--- src/rtl/sm_slice_scheduler.sv ---
// rtl/sm_slice_scheduler.sv - time-slice scheduler rotating the SM pipeline over resident contexts
// Optional drain watchdog enabled by defining SM_DRAIN_WDOG_EN.
module sm_slice_scheduler #(
    parameter int N_CTX      = 8,
    parameter int CTX_LOG    = 3,
    parameter int GRAN_W     = 16,
    parameter int WAIT_LIMIT = 1024
) (
    input  logic               clk,
    input  logic               reset,
    input  logic               stall_i,
    input  logic               en_i,
    input  logic [N_CTX-1:0]   ctx_mask_i,
    input  logic [GRAN_W-1:0]  granu_i,
    input  logic               branch_i,
    input  logic               issuedbranch_i,
    input  logic               reconv_i,
    input  logic               lsuStallFront_i,
    input  logic               frontendLdSt_i,
    input  logic               issuedLdSt_i,
    input  logic               fuLdSt_i,
    input  logic               aguLdSt_i,
    input  logic               swapDone_i,
    output logic               swap_req_o,
    output logic [CTX_LOG-1:0] swap_from_o,
    output logic [CTX_LOG-1:0] swap_to_o,
    output logic [CTX_LOG-1:0] sm_o,
    output logic               fetch_hold_o,
    output logic               stallRun_o,
    output logic               drain_timeout_o
);

    localparam int IW = CTX_LOG + 1;

    if ((1 << CTX_LOG) < N_CTX || N_CTX < 2 || WAIT_LIMIT < 1) begin : g_bad_param
        $error("sm_slice_scheduler: inconsistent N_CTX/CTX_LOG/WAIT_LIMIT");
    end

    typedef enum logic [1:0] {ST_RUN, ST_DRAIN, ST_SWAP} state_t;

    state_t              state_q;
    logic [GRAN_W-1:0]   cnt_q;
    logic [CTX_LOG-1:0]  sm_q;
    logic [CTX_LOG-1:0]  to_q;
    logic                req_q;
    logic                stall_run_q;
    logic                hold_q;

    logic                not_bra_rcv;
    logic                not_ld_st;
    logic                safe;
    logic                drain_enter;

    assign not_bra_rcv = ~reconv_i & ~issuedbranch_i & ~branch_i;
    assign not_ld_st   = lsuStallFront_i ? (~issuedLdSt_i & ~fuLdSt_i & ~aguLdSt_i)
                                         : (~frontendLdSt_i & ~issuedLdSt_i & ~fuLdSt_i);
    assign safe        = not_bra_rcv & not_ld_st;
    assign drain_enter = (state_q == ST_RUN) && en_i && !stall_i && !(cnt_q < granu_i);

    // Doubling the mask turns the wrapped search into a plain right shift starting at sm+1.
    logic [2*N_CTX-1:0]  mask_dbl;
    logic [N_CTX-1:0]    rot;
    logic [IW-1:0]       base;
    logic [IW-1:0]       cand;
    logic                found;
    logic [CTX_LOG-1:0]  next_ctx;

    always_comb begin
        mask_dbl = {ctx_mask_i, ctx_mask_i};
        base     = {1'b0, sm_q} + IW'(1);
        rot      = N_CTX'(mask_dbl >> base);
        cand     = '0;
        found    = 1'b0;
        next_ctx = sm_q;
        for (int j = 0; j < N_CTX; j++) begin
            if (!found && rot[j]) begin
                found = 1'b1;
                cand  = base + IW'(j);
                if (cand >= IW'(N_CTX)) begin
                    cand = cand - IW'(N_CTX);
                end
                next_ctx = cand[CTX_LOG-1:0];
            end
        end
    end

    always_ff @(posedge clk) begin
        if (!reset) begin
            state_q     <= ST_RUN;
            cnt_q       <= '0;
            sm_q        <= '0;
            to_q        <= '0;
            req_q       <= 1'b0;
            stall_run_q <= 1'b0;
            hold_q      <= 1'b0;
        end else begin
            case (state_q)
                ST_RUN: begin
                    if (!en_i) begin
                        cnt_q <= '0;
                    end else if (drain_enter) begin
                        state_q <= ST_DRAIN;
                        hold_q  <= 1'b1;
                    end else if (!stall_i) begin
                        cnt_q <= cnt_q + GRAN_W'(1);
                    end
                end
                ST_DRAIN: begin
                    if (!stall_i && safe) begin
                        if (next_ctx == sm_q) begin
                            cnt_q   <= '0;
                            hold_q  <= 1'b0;
                            state_q <= ST_RUN;
                        end else begin
                            to_q        <= next_ctx;
                            req_q       <= 1'b1;
                            stall_run_q <= 1'b1;
                            state_q     <= ST_SWAP;
                        end
                    end
                end
                ST_SWAP: begin
                    if (swapDone_i) begin
                        sm_q        <= to_q;
                        cnt_q       <= '0;
                        req_q       <= 1'b0;
                        stall_run_q <= 1'b0;
                        hold_q      <= 1'b0;
                        state_q     <= ST_RUN;
                    end
                end
                default: state_q <= ST_RUN;
            endcase
        end
    end

`ifdef SM_DRAIN_WDOG_EN
    localparam int WD_W = $clog2(WAIT_LIMIT + 1);

    logic [WD_W-1:0] wd_cnt_q;
    logic            timeout_q;

    // Counts stalled DRAIN cycles too; saturates so the flag cannot be re-armed by wrap.
    always_ff @(posedge clk) begin
        if (!reset) begin
            wd_cnt_q  <= '0;
            timeout_q <= 1'b0;
        end else if (drain_enter) begin
            wd_cnt_q <= '0;
        end else if (state_q == ST_DRAIN) begin
            if (wd_cnt_q != WD_W'(WAIT_LIMIT)) begin
                wd_cnt_q <= wd_cnt_q + WD_W'(1);
            end
            if (wd_cnt_q >= WD_W'(WAIT_LIMIT - 1)) begin
                timeout_q <= 1'b1;
            end
        end
    end

    assign drain_timeout_o = timeout_q;
`else
    assign drain_timeout_o = 1'b0;
`endif

    assign swap_req_o   = req_q;
    assign swap_from_o  = sm_q;
    assign swap_to_o    = to_q;
    assign sm_o         = sm_q;
    assign fetch_hold_o = hold_q;
    assign stallRun_o   = stall_run_q;

endmodule

--- config.mk ---
export PLATFORM = sky130hd
export DESIGN_NAME = sm_slice_scheduler
export DESIGN_NICKNAME = d
export VERILOG_FILES = /design/src/rtl/sm_slice_scheduler.sv
export SDC_FILE = /design/constraint.sdc
export NUM_CORES = 1
export LEC_CHECK = 0
export CAP_MARGIN = 25
export CORE_UTILIZATION = 55
export CTS_CLUSTER_SIZE = 30
export DETAILED_ROUTE_END_ITERATION = 10
export GPL_TIMING_DRIVEN = 0
export PLACE_DENSITY = 0.82
export SYNTH_ARGS = -nofsm -noshare
export SYNTH_HDL_FRONTEND = slang
export SYNTH_SLANG_ARGS = --single-unit
export TNS_END_PERCENT = 1
--- constraint.sdc ---
create_clock -name clk -period 6.9 [get_ports clk]
set_input_delay 1.38 -clock clk [delete_from_list [all_inputs] [get_ports clk]]
set_output_delay 1.38 -clock clk [all_outputs]
set_load 0.05 [all_outputs]
Word level (Yosys, flattened, before mapping):

Cells that the tools add are included.

* bits in registers: 26
* logic and storage cells: 134
* output and inout bits: 13

* shift operators: 1
* reduce and logical (&&, ||, !) cells: 29
* bitwise gates (word level): 15
* equality and inequality tests: 11
* $lt $le $gt $ge: 9
* add/subtract/negate cells: 17
* mux-type cells: 46

Operator list (number)
* 2-to-1 mux 16 bit: 6
* 2-to-1 mux 3 bit: 16
* case mux 16 bit (3 select lines): 1
* >= comparator 4 bit, second input constant: 8
* subtractor 3 x 1 -> 3 bit, second input constant: 8
* adder 16 x 1 -> 16 bit, second input constant: 1
* adder 4 x 3 -> 4 bit, second input constant: 4
* less-than comparator 16 bit: 1
* >> shifter 16 x 4 -> 8 bit: 1
* 2-to-1 mux 1 bit: 15
* != test 2 bit, second input constant: 6
* AND reduction 6 bit: 2
* logical AND 1 bit: 11
* 2-to-1 mux 2 bit: 5
* zero test 1 bit: 9
* adder 4 x 2 -> 4 bit, second input constant: 2
* NOT 1 bit: 8
* AND reduction 4 bit: 2
* AND 1 bit: 7
* != test 3 bit, second input constant: 2
* case mux 2 bit (3 select lines): 1
* adder 3 x 1 -> 4 bit, second input constant: 1
* adder 4 x 1 -> 4 bit, second input constant: 1
* equality test 3 bit: 1
* other kinds (9): 9

Logic depth before layout (Yosys ltp):

* depth after elaboration: 28
* mapped depth: 18

Worst setup path after synthesis:

OpenSTA, ideal clock, no wires.

* path type: input to register
* start: input port ctx_mask_i[3]
* end: register cnt_q[10]
* data arrival time: 4.589 ns
* stages on the path: 13
* path slack: 2.240 ns
* cells stage by stage: clkbuf_1 mux2_2 a211oi_1 a2bb2oi_1 or4_4 nor2_1 nor4_2 a211oi_1 mux2i_1 o211ai_1 buf_2 or4_1 a21oi_1

* longest elaborated chain between the ends: 26
* elaborated cells between the ends (all ways): 33

Ends and longest elaborated chain
* start, declared: RTL line 13 `input logic [N_CTX-1:0] ctx_mask_i,`
* >> shifter 16 x 4 -> 8 bit *: RTL line 71 `rot = N_CTX'(mask_dbl >> base);`
* 2-to-1 mux 1 bit: RTL line 76 `if (!found && rot[j]) begin`
* zero test 1 bit: RTL line 76
* logical AND 1 bit: RTL line 76
* 2-to-1 mux 1 bit: RTL line 76
* zero test 1 bit: RTL line 76
* logical AND 1 bit: RTL line 76
* 2-to-1 mux 1 bit: RTL line 76
* [10 not listed]
* logical AND 1 bit: RTL line 76
* 2-to-1 mux 1 bit: RTL line 76
* zero test 1 bit: RTL line 76
* logical AND 1 bit: RTL line 76
* 2-to-1 mux 3 bit *: RTL line 76
* equality test 3 bit *: RTL line 110 `if (next_ctx == sm_q) begin`
* != test 2 bit (no line) *
* AND reduction 6 bit (no line) *
* end signal, assigned: RTL line 105 `cnt_q <= cnt_q + GRAN_W'(1);`
* end, declared: RTL line 42 `logic [GRAN_W-1:0] cnt_q;`

Mark *: on every way between the ends. The rest lies on a longest branch, timed or not.
A chain may end at the register's enable or synchronous reset.

Final worst setup path:

* start: input port ctx_mask_i[7]
* end: register cnt_q[0]

The elaborated chain is that of the path after synthesis.

==> qor.txt <==
Outcome = finished clean
Critical path arrival = 5.84 ns
Largest net degree at the start of global routing = 15
Required time of the worst setup path = 7.04 ns
Cts bufs inserted = 3
Max incr delay on CP = 0.63 ns
Critical-path cell list = clkdlybuf4s50_1, clkbuf_1, mux2i_1, o211ai_1, a2bb2oi_1, nor2_1, a22oi_1, o21bai_1, a211oi_1, mux2i_1, o211ai_1, buf_2, o21ai_0, nor2_1
Number of iterations in the first detailed-routing pass = 5
CP max-delay cell = a2bb2oi_1
Worst Max-Slew Pin Slew = 0.762 ns
Adder-Cell Fraction of Synth Area = 8.22%
Syn Inst Count = 401
Xor/xnor share of the synthesized area = 1.64%
Total GRT Usage = 28.1%
Syn Area/Cell = 7.97 sq um
Yosys cell types = 65
Synth area leaders = dfxtp_1, mux4_2, ha_1, mux2i_1, o21ai_0
Tot Pwr = 0.000343 W
RSZ-0062 raised after global routing = no
Design area = 0.00378 sq mm
Hold buffer count at CTS = 0
Filler instances = 485
Worst-path clk slew = 0.09 ns
Max Slew Vio Count = 0
Slew margin rel. = 48.7%
Clock latency on the worst-skew pair = 0.27 ns
Clock root buffer = clkbuf_8
Synth cell count leaders = nor2_1, o21ai_0, inv_1
Post-DP Area = 0.00373 sq mm
Vias per std cell = 6.25
First-pass GRT wire length = 13800 microns
Leakage = 1.48 nW
Final period utilization = 82.6%
DRC Markers = 0
Area leader, netlist = dfxtp_1
# rows = 27
N_diodes = 0
Maximum vdd ir drop = 0.0000913 V
Vias = 3254
HPWL after DPL = 6560 microns
Clk buf depth = 2
Htree depth = 1
Routability cong. = 0.935
Pwr dens = 90.7 mW/mm^2
WL per Instance = 16.3 microns
Synthesis-stage register bit count = 26
Remaining Overflow, GRT = 0
Die Wd = 78.2 microns
Critical Path Start Type = input pin
Initial core utilization = 57.7%
Post-synth EDFFs = 0
Largest family of logic cells by synthesized area = compound AO/OA/AOI/OAI gates
Die ar. = 0.00612 sq mm
CTS tree = done
CP max FO = 10
Count leader, synth = nor2_1
Initial antenna violation count = 0
Final Critical Period = 5.70 ns
Post-synthesis sequential area ratio = 16.3%
Vias in the first global route = 2965
Synthesized area = 0.00320 sq mm
Fin Hold WS = 0.492 ns
Layout Nets = 508
Routed WL = 8500 microns
Setup violators final = 0
Final Hold Vio Count = 0
Area growth from synthesis to layout = 18.3%
Post-CTS Resized = 0
Post-synth top area share = 16.3%
Yosys warns = 0
Max_cap viols = 0
Ys flop type = dfxtp_1
Ports = 50
Layout Skew = 0.00841 ns
Core area = 0.00554 sq mm
Core Util, Final = 68.3%
Flop2flop setup slack = 2.20 ns
Worst hold-check path type = register to register
Count of buffers from port buffering = 44
Post-DRT Antenna Nets = 0
Number of post-CTS setup repair buffers = 0
Synth Area in Compound Gates = 23.6%
Clock Sinks = 26
Die height = 78.2 microns
Post-synth ARST share = 0%
Simple-gate area share of the yosys netlist = 22.0%
Max Fclk = 0.176 GHz
Mux contribution to synthesized area = 19.4%
Crit path capture type = register
Layout cells sized above 1 = 11.4%
DRT iter0 DRCs = 326
Crit Path Category = input pin to register
Synth Net Count = 459
Fin Setup TNS = 0 ns
## power by group
part           internal, W  switching (W)
logic            0.0000446      0.0000475
registers         0.000151     0.00000102
clock network    0.0000510      0.0000481
total             0.000246      0.0000967
## critical path: cells and delay by family
kind / cells / cell delay (ns)
simple gates: 2 / 0.29
buf+inv: 3 / 1.01
mux: 2 / 0.74
compound gates: 7 / 2.42
## per-stage QoR
| stage | std cells | setup slack [ns] |
|---|---|---|
| 3_3_place_gp | 517 | 1.02 |
| 2_1_floorplan | 401 | 2.24 |
| 5_1_grt | 521 | 0.843 |
| 3_5_place_dp | 517 | 1.01 |
| 6_report | 521 | 1.20 |
| 4_1_cts | 521 | 1.28 |
## routing by layer
metal	track usage (%)	wire [microns]	vias up
met5	0	0	-
met4	5.74	87	0
met3	3.37	622	10
met2	44.5	3800	141
met1	40.8	3990	1517
li1	-	-	1586
## cells in the final DEF, fill, tap and decap left out, types with 4 or more instances in the layout
cell / netlist / routed
a211oi_1: 4 / 4
a21o_1: 8 / 8
a21oi_1: 25 / 25
a31oi_1: 4 / 4
and3_1: 8 / 8
buf_2: 6 / 6
buf_4: 6 / 6
clkbuf_1: 13 / 13
clkbuf_8: 0 / 4
clkdlybuf4s50_1: 0 / 44
dfxtp_1: 26 / 26
ha_1: 21 / 21
inv_1: 27 / 27
mux2_2: 10 / 10
mux2i_1: 20 / 20
mux4_2: 12 / 12
nand2_1: 20 / 20
nand2b_1: 13 / 13
nand3_1: 15 / 15
nand3b_1: 4 / 4
nor2_1: 37 / 37
o211ai_1: 8 / 8
o21ai_0: 31 / 31
or3_1: 6 / 6
or4b_1: 6 / 6
xnor2_1: 4 / 4
## worst paths after layout
kind / cells past startpoint / end / startpoint
max: 14 / cnt_q[0] / ctx_mask_i[7]
min: 2 / sm_o[0] / swap_to_o[0]
max reg2reg: 14 / cnt_q[0] / sm_o[1]
min reg2reg: 2 / sm_o[0] / swap_to_o[0]
## sequential cells by signal, summed over array words and instances, names as in the netlist
| signal | cells |
|---|---|
| cnt_q | 16 |
| fetch_hold_o | 1 |
| sm_o | 3 |
| state_q | 2 |
| swap_to_o | 3 |
| stallRun_o | 1 |
## final cells by class
type,count,area (sq um),share of cell area [%]
well taps,72,90.1,2.38
inverters,28,105,2.78
multi-input cells,315,2400,63.4
flip-flops and latches,26,520,13.8
clock buffers,4,55.1,1.46
repair buffers,44,440,11.6
plain buffers,32,174,4.60
## kinds of logic after synthesis
group,count (synthesis)
other,1
xor gates and xnor gates,6
adders and majority gates,21
and+or+nand+nor,131
buffers and inverters,60
muxes,44
AOI/OAI and AO/OA,112
DFF,26
(Power assumes the default switching activity.)
